==> src/rtl/cnu_min_sum_array.sv <==
// Six-way min-sum check node array, 2-stage elastic valid/ready pipe.
// Define CNU_OFFSET_EN for offset min-sum (OFFSET subtracted, floor 0).
module cnu_min_sum_array #(
  parameter int DATA_WIDTH = 6,
  parameter int OFFSET     = 1
) (
  input  logic                       clk,
  input  logic                       rst,
  input  logic                       in_valid,
  output logic                       in_ready,
  input  logic [35:0][DATA_WIDTH-1:0] data_in,
  output logic                       out_valid,
  input  logic                       out_ready,
  output logic [35:0][DATA_WIDTH-1:0] data_out
);

  localparam int MW = DATA_WIDTH - 1;

  typedef logic [MW-1:0] mag_t;

  if (DATA_WIDTH < 2 || OFFSET < 0 || OFFSET >= (1 << MW)) begin : g_bad_cfg
    $error("cnu_min_sum_array: bad DATA_WIDTH/OFFSET");
  end

`ifdef CNU_OFFSET_EN
  localparam mag_t OFF = mag_t'(OFFSET);
`endif

  // Final magnitude shaping: saturating offset or pass-through.
  function automatic mag_t shape(input mag_t m);
`ifdef CNU_OFFSET_EN
    return (m > OFF) ? m - OFF : '0;
`else
    return m;
`endif
  endfunction

  logic s1_valid;
  logic s2_valid;
  logic s2_adv;

  logic [5:0][MW-1:0] s1_min1;
  logic [5:0][MW-1:0] s1_min2;
  logic [5:0][2:0]    s1_idx;
  logic [5:0]         s1_sall;
  logic [35:0]        s1_sgn;

  logic [5:0][MW-1:0] c_min1;
  logic [5:0][MW-1:0] c_min2;
  logic [5:0][2:0]    c_idx;
  logic [5:0]         c_sall;
  logic [35:0]        c_sgn;

  logic [35:0][DATA_WIDTH-1:0] nxt;

  assign s2_adv    = !s2_valid || out_ready;
  assign in_ready  = !s1_valid || s2_adv;
  assign out_valid = s2_valid;

  // S1 compare tree: min1/idx (lowest index on ties), min2, sign parity.
  always_comb begin
    c_min1 = '1;
    c_min2 = '1;
    c_idx  = '0;
    c_sall = '0;
    c_sgn  = '0;
    for (int g = 0; g < 6; g++) begin
      for (int i = 0; i < 6; i++) begin
        if (data_in[6*g+i][MW-1:0] < c_min1[g]) begin
          c_min2[g] = c_min1[g];
          c_min1[g] = data_in[6*g+i][MW-1:0];
          c_idx[g]  = 3'(i);
        end else if (data_in[6*g+i][MW-1:0] < c_min2[g]) begin
          c_min2[g] = data_in[6*g+i][MW-1:0];
        end
        c_sgn[6*g+i] = data_in[6*g+i][DATA_WIDTH-1];
        c_sall[g]    = c_sall[g] ^ data_in[6*g+i][DATA_WIDTH-1];
      end
    end
  end

  // S2 per-edge select: min2 on the argmin edge, min1 elsewhere.
  always_comb begin
    nxt = '0;
    for (int g = 0; g < 6; g++) begin
      for (int j = 0; j < 6; j++) begin
        nxt[6*g+j] = {
          s1_sall[g] ^ s1_sgn[6*g+j],
          shape((s1_idx[g] == 3'(j)) ? s1_min2[g] : s1_min1[g])
        };
      end
    end
  end

  // Pipeline registers; S1 refills in the same cycle S2 drains.
  always_ff @(posedge clk) begin
    if (rst) begin
      s1_valid <= 1'b0;
      s2_valid <= 1'b0;
      s1_min1  <= '0;
      s1_min2  <= '0;
      s1_idx   <= '0;
      s1_sall  <= '0;
      s1_sgn   <= '0;
      data_out <= '0;
    end else begin
      if (s2_adv) begin
        s2_valid <= s1_valid;
        if (s1_valid) begin
          data_out <= nxt;
        end
      end
      if (in_ready) begin
        s1_valid <= in_valid;
        if (in_valid) begin
          s1_min1 <= c_min1;
          s1_min2 <= c_min2;
          s1_idx  <= c_idx;
          s1_sall <= c_sall;
          s1_sgn  <= c_sgn;
        end
      end
    end
  end

endmodule

==> config.mk <==
export PLATFORM = sky130hd
export DESIGN_NAME = cnu_min_sum_array
export DESIGN_NICKNAME = d
export VERILOG_FILES = /design/src/rtl/cnu_min_sum_array.sv
export SDC_FILE = /design/constraint.sdc
export NUM_CORES = 1
export LEC_CHECK = 0
export BUFFER_PORTS_ARGS = -buffer_cell sky130_fd_sc_hd__clkbuf_2
export CORE_ASPECT_RATIO = 0.9
export CORE_MARGIN = 10
export CORE_UTILIZATION = 39
export CTS_CLUSTER_DIAMETER = 120
export DETAILED_ROUTE_END_ITERATION = 8
export PLACE_DENSITY = 0.69
export SLEW_MARGIN = 0
export SYNTH_ARGS = -nofsm -noshare
export SYNTH_HDL_FRONTEND = slang
export SYNTH_SLANG_ARGS = --single-unit
==> constraint.sdc <==
create_clock -name clk -period 23.7 [get_ports clk]
set_clock_uncertainty 0.1 [all_clocks]
set_input_delay 0 -clock clk [delete_from_list [all_inputs] [get_ports clk]]
set_output_delay 0 -clock clk [all_outputs]
set_load 0.005 [all_outputs]
==> run metrics <==
I/O Buffers 437; Slew Viols, Final 0; final setup margin 14.05 ns; Seq cells post-synth 338; pwr dens 86.8 nW/µm²; Placement Setup Slack 13.78 ns; busiest layer in global routing met2; syn nets 3,545; register area share after synthesis 0.270; Cells after DPL 4,287; TritonCTS clock tree done; # fillers 6,263; yosys warns 0; CP max stage delay 0.89 ns; Post-synth EDFFs 0; dpl hpwl 59.3 mm; syn_area_per_cell 7.91 µm²; Die X 287 µm; Clock Tree Buf Depth 3; # setup viols final 0; ys async rst share 0; total routed wirelength 78.5 mm; layout cells sized above 1 0.169; CP max FO 19; Die Area 74,700 µm²; gpl congestion 0.923; most used cell, CP ha_1; vias in the first global route 23,400; FP Rows 88; WS Path Type in2reg; capture point of the worst reg-to-reg path data_out[211]; Hold EP s1_min1[2]; most frequent cells in the layout nor2_1 (473), clkbuf_2 (436), dfxtp_1 (338); top cells by area, synth dfxtp_1 (27%), mux2i_1 (11%), a211oi_1 (8.3%); Critical Path Slowest Stage Cell a211oi_1; global-route wire length before repair 124 mm; drt drc 0; Worst-Skew Late Latency 0.55 ns; grt ovf 0; Hold Crit Start data_in[26]; area delta synth->final 21.4%; run status finished clean; post-route ant nets 0; WL/cell 17.5 µm; R2R setup slack 20.33 ns; RR Startpoint out_valid; post-CTS setup buffers 0; Final period util 0.407; Req. time, crit path 24.05 ns; routing usage on met1 0.266; All-Layer GR Usage 0.197; Pleak 13.3 nW; nets 3,986; delay-heaviest family, CP compound AO/OA/AOI/OAI gates; met2 usage 0.319; CP Capture Type register; area fraction of the dominant cell type after synthesis 0.270; drt via density 5.51; unrepaired setup endpoints after global routing false; R2R depth 7; final setup TNS 0 ns; Hold Path Class in2reg; first-pass detailed-route iteration total 6; area leader, netlist dfxtp_1; hold-critical path depth 5; relative slew slack 0.192; initial detailed-routing violation count 1,561; io pins 438; clock sink count 338; pin count of the biggest net entering global routing 143; CP Buf/Inv Count 4; Min Clock Period, post-route 9.65 ns; met3 usage 0.0400; top_reg_cell synth dfxtp_1; Synth cell types 104; Achievable Freq 104 MHz; worst vdd ir 0.0540 mV; Syn Inst Count 3,163; CTS Buf Count 38; antenna violations before repair 4; Post-Layout Cell Count 4,491; Syn Std Cell Area 25,000 µm²; Die Height 260 µm; Clk pin slew, worst setup/hold paths 0.06 ns; commonest non-fill, non-tap cell in the layout nor2_1; H-tree depth 2; Core Area 63,900 µm²; Worst Tran Pin Value 1.20 ns; hold violation count in the final report 0; CTS root buffer clkbuf_16; routed via count 24,800; Starting Density 0.392; total of max-cap violations 0; Worst setup SP type input pin; CP arrival 9.99 ns
==> per-stage QoR <==
stage / instance area, µm² / utilization / total power (W) / hold WS [ns]
after CTS: 30400 / 0.475 / 0.00264 / 0.0000703
after global placement: 27700 / 0.434 / 0.00196 / 0.155
after global routing: 30400 / 0.476 / 0.00284 / 0.0649
after floorplan: 25000 / - / 0.00166 / 0.0174
after detailed placement: 27700 / 0.434 / 0.00197 / 0.159
final: 30400 / 0.476 / 0.00264 / 0.0493
==> cell families after synthesis <==
group,Yosys count,synth area share
compound gates,955,0.269
fa+ha+maj,179,0.0879
simple gates,1003,0.179
flops,338,0.270
xor+xnor,67,0.0235
mux,298,0.122
buf+inv,323,0.0492
==> cell type report <==
type,instances,area [µm²],area share
sequential,338,6770,0.223
clock inverter,12,186,0.00614
antenna,6,15.0,0.000494
inverter,137,514,0.0169
clock buffer,54,1120,0.0369
timing repair buffer,587,3650,0.120
tap,855,1070,0.0352
multi-input combinational,2502,17000,0.561
==> sequential cells by signal (all words and copies together) (netlist names) <==
| name | flops |
|---|---|
| s1_sall | 6 |
| s1_idx | 18 |
| out_valid | 1 |
| data_out | 216 |
| s1_min2 | 30 |
| s1_min1 | 30 |
| s1_sgn | 36 |
| s1_valid | 1 |
==> synth_stat cells, types with 23 or more instances <==
library cell    n
ha_1          162
o211ai_1       23
o21a_1         36
nand3_1        50
nand2_1       237
inv_1         137
clkbuf_1      161
a21oi_1       206
mux2i_1       264
a211oi_1      275
o21ai_0       123
nor2_1        473
a31oi_1        24
mux2_2         30
xnor2_1        66
dfxtp_1       338
nor3_1         59
nand2b_1       31
a21o_1         46
==> layer usage <==
metal	vias to the layer above	part of all wire
li1	12600	-
met2	656	0.45
met5	-	0
met1	11400	0.47
met4	0	0.018
met3	94	0.064
==> where the power goes <==
part | switching [W] | internal (W)
registers | 0.0000888 | 0.000633
clock network | 0.000246 | 0.000375
logic | 0.000739 | 0.000554
==> worst min-delay path, delay by kind of cell <==
kind / cells / cell delay [ns]
AOI/OAI and AO/OA: 2 / 0.25
buffers and inverters: 1 / 0.14
and+or+nand+nor: 2 / 0.25
==> worst max path at each step <==
stage | start | to | slack [ns] | cells past startpoint
5_1_grt | data_in[76] | s1_min2[14] | 13.23 | 39
6_report | data_in[76] | s1_min2[13] | 14.05 | 38
2_1_floorplan | data_in[76] | s1_min2[11] | 15.01 | 42
4_1_cts | data_in[76] | s1_min2[13] | 14.31 | 38
3_5_place_dp | data_in[76] | s1_min2[13] | 13.78 | 38
3_3_place_gp | data_in[76] | s1_min2[14] | 13.96 | 39
==> repair_timing <==
item / in CTS / in global routing
hold buffers: 132 / 0
hold endpoints to repair: 183 / 0
gates resized for setup: 0 / 0
Note: power is estimated with default switching activity, not from simulation.
